File: src/rtl/ram_arbiter.sv
// Two-master arbiter in front of a single-port RAM; each access is a
// non-pipelined IDLE -> ACCESS -> RESP sequence with round-robin or fixed priority.
module ram_arbiter #(
  parameter int unsigned DEPTH      = 256,
  parameter bit          FIXED_PRIO = 1'b0
) (
  input  logic        clock,
  input  logic        reset,
  input  logic        m0_req,
  input  logic        m0_wr,
  input  logic [31:0] m0_addr,
  input  logic [31:0] m0_wdata,
  output logic        m0_ack,
  output logic        m0_err,
  output logic [31:0] m0_rdata,
  input  logic        m1_req,
  input  logic        m1_wr,
  input  logic [31:0] m1_addr,
  input  logic [31:0] m1_wdata,
  output logic        m1_ack,
  output logic        m1_err,
  output logic [31:0] m1_rdata,
  output logic [31:0] ram_addr,
  output logic        ram_wr,
  output logic        ram_rd,
  output logic [31:0] ram_wdata,
  input  logic [31:0] ram_rdata,
  output logic        busy
);

  typedef enum logic [1:0] {StIdle, StAccess, StResp} state_e;

  state_e state_q, state_d;
  logic   grant_q;  // 0 = m0, 1 = m1
  logic   last_q;
  logic   oor_q;

  logic        any_req;
  logic        sel;
  logic        sel_wr;
  logic        sel_in_range;
  logic [31:0] sel_addr;
  logic [31:0] sel_wdata;

  always_comb begin
    any_req = m0_req | m1_req;
    if (FIXED_PRIO) begin
      sel = ~m0_req;
    end else if (m0_req && m1_req) begin
      sel = ~last_q;
    end else begin
      sel = ~m0_req;
    end
    sel_wr       = sel ? m1_wr : m0_wr;
    sel_addr     = sel ? m1_addr : m0_addr;
    sel_wdata    = sel ? m1_wdata : m0_wdata;
    sel_in_range = sel_addr < DEPTH;
  end

  always_ff @(posedge clock or posedge reset) begin
    if (reset) begin
      state_q <= StIdle;
    end else begin
      state_q <= state_d;
    end
  end

  always_comb begin
    state_d = state_q;
    unique case (state_q)
      StIdle:   if (any_req) state_d = StAccess;
      StAccess: state_d = StResp;
      StResp:   state_d = StIdle;
      default:  state_d = StIdle;
    endcase
  end

  always_comb begin
    busy = (state_q != StIdle);
  end

  always_ff @(posedge clock or posedge reset) begin
    if (reset) begin
      grant_q   <= 1'b0;
      last_q    <= 1'b1;  // m0 wins the first tie
      oor_q     <= 1'b0;
      ram_addr  <= '0;
      ram_wdata <= '0;
      ram_wr    <= 1'b0;
      ram_rd    <= 1'b0;
      m0_ack    <= 1'b0;
      m0_err    <= 1'b0;
      m0_rdata  <= '0;
      m1_ack    <= 1'b0;
      m1_err    <= 1'b0;
      m1_rdata  <= '0;
    end else begin
      unique case (state_q)
        StIdle: begin
          if (any_req) begin
            grant_q   <= sel;
            last_q    <= sel;
            oor_q     <= ~sel_in_range;
            ram_addr  <= sel_addr;
            ram_wdata <= sel_wdata;
            ram_wr    <= sel_in_range & sel_wr;
            ram_rd    <= sel_in_range & ~sel_wr;
          end
        end
        StAccess: begin
          ram_wr <= 1'b0;
          ram_rd <= 1'b0;
          // ram_rd is only high for an in-range read, so it gates the capture
          if (!grant_q) begin
            m0_ack <= 1'b1;
            m0_err <= oor_q;
            if (oor_q) m0_rdata <= '0;
            else if (ram_rd) m0_rdata <= ram_rdata;
          end else begin
            m1_ack <= 1'b1;
            m1_err <= oor_q;
            if (oor_q) m1_rdata <= '0;
            else if (ram_rd) m1_rdata <= ram_rdata;
          end
        end
        StResp: begin
          m0_ack <= 1'b0;
          m0_err <= 1'b0;
          m1_ack <= 1'b0;
          m1_err <= 1'b0;
        end
        default: ;
      endcase
    end
  end

endmodule

File: config.mk
export PLATFORM = sky130hd
export DESIGN_NAME = ram_arbiter
export DESIGN_NICKNAME = d
export VERILOG_FILES = /design/src/rtl/ram_arbiter.sv
export SDC_FILE = /design/constraint.sdc
export NUM_CORES = 1
export LEC_CHECK = 0
export CORE_ASPECT_RATIO = 1.4
export CORE_MARGIN = 1
export CORE_UTILIZATION = 30
export CTS_BUF_LIST = sky130_fd_sc_hd__clkbuf_4 sky130_fd_sc_hd__clkbuf_8
export DETAILED_ROUTE_END_ITERATION = 16
export PLACE_DENSITY = 0.67
export RECOVER_POWER = 50
export SETUP_SLACK_MARGIN = 0.15
export SKIP_CTS_REPAIR_TIMING = 1
export SLEW_MARGIN = 20
export SYNTH_ARGS = -nofsm -noshare
export SYNTH_HDL_FRONTEND = slang
export SYNTH_SLANG_ARGS = --single-unit
File: constraint.sdc
create_clock -name clock -period 6.65 [get_ports clock]
set_input_delay 1.995 -clock clock [delete_from_list [all_inputs] [get_ports clock]]
set_output_delay 1.995 -clock clock [all_outputs]
set_load 0.01 [all_outputs]
; ---- After elaboration in Yosys (flattened, before gate mapping)
; Index checks and enable logic that the tools add are counted.
[word_totals]
reg_bits = 139
inputBits = 166
out_inout_bits = 135
elab_cells = 60
[op_classes]
magnitude_cmp = 1
n_eq_ne = 5
n_mux = 20
bitwise_logic = 8
n_reduce_logical = 12
[op_table]
columns = op, n
row1 = $mux W32, 4
row2 = $lt A32 B9 Y1 const B, 1
row3 = $pmux W1 S2, 6
row4 = $mux W1, 8
row5 = $reduce_and A2 Y1, 4
row6 = $reduce_bool A2 Y1, 4
row7 = $ne A2 B2 Y1 const B, 3
row8 = $reduce_and A3 Y1, 2
row9 = $not A1 Y1, 5
row10 = $pmux W2 S2, 1
row11 = $and A1 B1 Y1, 2
row12 = $eq A2 B1 Y1 const B, 1
row13 = $eq A2 B2 Y1 const B, 1
row14 = $logic_not A2 Y1, 1
row15 = $mux W2, 1
row16 = $logic_and A1 B1 Y1, 1
row17 = $or A1 B1 Y1, 1

; ---- Logic depth before layout (Yosys ltp)
[depth]
word_depth = 7
depth_mapped = 9
ltp_nobuf = 6

; ---- Worst setup path before layout
; Ideal clock, no wire load.
[synth_path]
path_type = in2reg
startpoint = input port m1_req
endpoint = register ram_addr[0]
setup_ps = 133
arrival_time_ps = 3220
t_required_ps = 6517
slack_ps = 3297
stages = 6
n_path_buf = 2
path_cell_list = inv_1 -> o21ai_1 -> clkbuf_1 -> buf_2 -> mux2i_1 -> o21ai_0
[synth_via]
elab_chain_cells = 3
word_cells_on_any_way = 5
classes_between = mux: 2 / bitwise: 1 / reduce/logical: 2
[synth_lines]
columns = element, line_no
row1 = "start, declared", 16  ; input logic m1_req,
row2 = $logic_and A1 B1 Y1, 49  ; end else if (m0_req && m1_req) begin
row3 = $mux W1, 49
row4 = $mux W32, 55  ; sel_addr = sel ? m1_addr : m0_addr;
row5 = "end signal, assigned", 104  ; ram_addr <= sel_addr;
row6 = "end, declared", 23  ; output logic [31:0] ram_addr,
; Parallel ways exist; a longest one is shown, timed or not.
; A chain may end at the register's enable or synchronous reset.

; ---- Worst setup path in the final report
[layout_path]
startpoint = input port m1_req
endpoint = register ram_wr
[layout_via]
elab_chain_cells = 7
word_cells_on_any_way = 11
classes_between = order compare: 1 / eq/ne: 1 / mux: 5 / bitwise: 2 / reduce/logical: 2
[layout_lines]
columns = element, line_no
row1 = $logic_and A1 B1 Y1, 49
row2 = $mux W1, 49
row3 = $mux W32, 55
row4 = $lt A32 B9 Y1, 57  ; sel_in_range = sel_addr < DEPTH;
row5 = $and A1 B1 Y1, 106  ; ram_wr <= sel_in_range & sel_wr;
row6 = $mux W1, 100  ; if (any_req) begin
row7 = $pmux W1 S2, 98  ; unique case (state_q)
row8 = "end signal, assigned", 106
row9 = "end, declared", 24  ; output logic ram_wr,
; Parallel ways exist; a longest one is shown, timed or not. The select of a mux whose other input is x is not followed.

==> metrics.md <==
| Metric | Value |
|---|---|
| Status | `finished, violations left` |
| Failing checks | `capacitance limit, slew limit` |
| Post-DP HPWL | `13100 µm` |
| CTS tree | `built` |
| Adder-cell share of the synthesized area | `0%` |
| GRT Total Usage | `17.6%` |
| Htree depth | `4` |
| Net Sw Frac | `around a third` |
| Routed Antenna Nets | `0` |
| CP Max Fanout | `60` |
| # rows | `60` |
| Avg WL per Cell | `15.6 µm` |
| Setup crit end kind | `flop` |
| Number of port buffers | `300` |
| Leakage power total | `~4.2 nW` |
| Top cell type's share of synthesized area | `58.1%` |
| Final total power | `3.22 mW` |
| Area of the mapped netlist | `5940 µm²` |
| Multiplexer share of the synthesized area | `11.0%` |
| Final setup violation count | `0` |
| DR vias | `5188` |
| Largest net degree at the start of global routing | `96` |
| Post-Syn Nets | `756` |
| Clk network pwr share | `22.9%` |
| Share of layout cells above drive strength 1 | `4.85%` |
| Mapped Cells | `590` |
| Average cell area after synthesis | `10.1 µm²` |
| Core box area | `19300 µm²` |
| Dpl cell area | `9140 µm²` |
| Layout Skew | `15.2 ps` |
| Max cap viols | `1` |
| Max_slew headroom | `-16.9%` |
| Place WS | `approximately 2500 ps` |
| Comb power frac | `38.9%` |
| Critical path launch point type | `input pin` |
| Library cells used by synthesis | `24` |
| Post-Layout Inst Area | `between 9000 and 10000 µm²` |
| Gr ovfl total | `0` |
| Pwr per Cell Area | `337 nW/µm²` |
| Drt via density | `roughly 4.6` |
| Tightest Pin Transition | `1740 ps` |
| Initial Utilization | `30.8%` |
| Top cells by area, synth | `dfrtp_1 58%, o21ai_0 11%, mux2i_1 11%` |
| FMAX | `between 0.2 and 0.25 GHz` |
| Seq pwr share | `between 30% and 40%` |
| # DRC | `0` |
| Internal | `between 2 and 2.5 mW` |
| Area leader, netlist | `dfrtp_1` |
| Nets | `1039` |
| I/O Pins | `301` |
| Yosys warnings | `0` |
| Largest family of logic cells by synthesized area | `simple AND/OR/NAND/NOR gates` |
| CTS Sinks | `139` |
| Setup TNS | `0 ps` |
| Worst vdd ir | `0.324 mV` |
| Net load switching power | `around 1.1 mW` |
| Die outline height | `between 150 and 200 µm` |
| Post-Synth XOR/XNOR Area | `0%` |
| FF+latch count, synth | `139` |
| Clock root buffer | `clkbuf_8` |
| 1st-iter DRT viols | `179` |
| Initial antenna violation count | `0` |
| Max Transition Viols Final | `9` |
| Compound-Gate Fraction of Synth Area | `between 10 and 15%` |
| Die Width | `121 µm` |
| Crit path required time | `~7000 ps` |
| Num CTS Buffers | `17` |
| Clock Tree Buf Depth | `2` |
| Fin crit period | `4740 ps` |
| First-pass GRT wire length | `27300 µm` |
| Simple-gate share of the synthesized area | `between 10% and 20%` |
| Vias in the first global route | `5261` |
| GP Congestion | `0.770` |
| Post-synthesis sequential area ratio | `between 50 and 60%` |
| Drt first pass iters | `4` |
| CTS clk-pin slew, worst paths | `80 ps` |
| Critical path type | `in -> reg` |
| Number of fill cells | `1849` |
| Clk Latency, worst-skew pair | `440 ps` |
| Crit share post-route | `71.2%` |
| RSZ-0062 raised after global routing | `false` |
| Setup ws final | `approximately 1900 ps` |
| N_diodes | `0` |
| Area Growth Syn to Fin | `60.7%` |
| Kind of path behind the tightest hold check | `reg -> reg` |
| Overall routed net length | `17700 µm` |
| Die area | `20400 µm²` |
| Hold Vio Cnt, Final | `0` |
| Fin Hold WS | `479 ps` |
| Worst EP arrival | `a little over 5000 ps` |
| R2r setup slk | `3690 ps` |
[sequential cells by signal, summed over array words and instances, names as in the netlist]
signal and cells:
ram_rd 1, m1_rdata 32, state_q 2, grant_q 1, oor_q 1, m1_ack 1
ram_wdata 32, ram_wr 1, m1_err 1, m0_err 1, last_q 1, m0_ack 1
ram_addr 32, m0_rdata 32
[cell type report]
| class | count | area, µm² | share of cell area (%) |
|---|---|---|---|
| clock buffers | 20 | 263 | 2.75 |
| repair buffers | 304 | 3040 | 31.8 |
| well taps | 248 | 310 | 3.25 |
| clock inverters | 12 | 163 | 1.70 |
| inverters | 7 | 31.3 | 0.327 |
| multi-input cells | 404 | 2260 | 23.7 |
| flip-flops and latches | 139 | 3480 | 36.4 |
[logic make-up (layout without fill, tap and decap cells)]
family                 after synthesis  after routing
AOI/OAI and AO/OA                  142            142
buffers and inverters               47            343
DFF                                139            139
muxes                               65             65
and+or+nand+nor                    197            197
[per-stage QoR]
stage / util (%) / cells
after floorplan: - / 590
after global placement: 47.4 / 1102
after detailed placement: 47.4 / 1102
after CTS: 49.6 / 1134
after global routing: 49.5 / 1134
final: 49.5 / 1134
[cells in the mapped netlist]
cell      number
a21oi_1        3
o21ai_0      131
a22o_1         1
o21a_1         1
a21o_1         1
mux2_2         1
clkbuf_1      32
or3_1          2
a32o_1         2
nand4_1        3
nand2b_1      32
buf_2          5
o21ai_2        1
inv_1          7
mux2i_1       64
buf_6          3
or2_1          2
nor4_1        12
or4_4          1
o21ai_1        2
dfstp_2        1
nor2_1         8
dfrtp_1      138
nand2_1      137
[worst paths after layout]
kind,start,to,cells after the start
worst max-delay path,m1_req,ram_wr,6
worst min-delay path,ram_addr[26],ram_addr[26],2
worst max register to register,last_q,ram_wr,4
worst min register to register,ram_addr[26],ram_addr[26],2
max in group asynchronous,reset,m1_rdata[9],3
min in group asynchronous,reset,m1_rdata[13],2
[power groups by stage]
stage          Sequential, mW  Combinational, mW  Clock (mW)
2_1_floorplan            1.34              0.480           0
3_3_place_gp             1.24               1.27           0
3_5_place_dp             1.25               1.29           0
4_1_cts                  1.24               1.29       0.761
5_1_grt                  1.26               1.37       0.798
6_report                 1.23               1.25       0.737
[metal layers]
metal	wire length, µm	track usage, %
met1	6730	18.7
met2	9210	31.3
met3	1270	5.90
met4	504	7.41
met5	0	0
[worst max-delay path, cell delays in order]
cell and delay [ps]:
dlygate4sd3_1 550, inv_1 40, o21ai_0 1310, buf_12 460
mux2_2 410, a22o_1 230
[cell usage in the layout (no fill, tap or decap), drive strengths merged, types with 8 or more instances in the layout]
cell           netlist  final
nor4                12     12
nand2              137    137
dlygate4sd3          0     66
clkdlybuf4s50        0    234
dfrtp              138    138
inv                  7     11
o21ai              134    134
nand2b              32     32
clkbuf              32     21
mux2i               64     64
nor2                 8      8
Power figures use the tool's default switching activity.
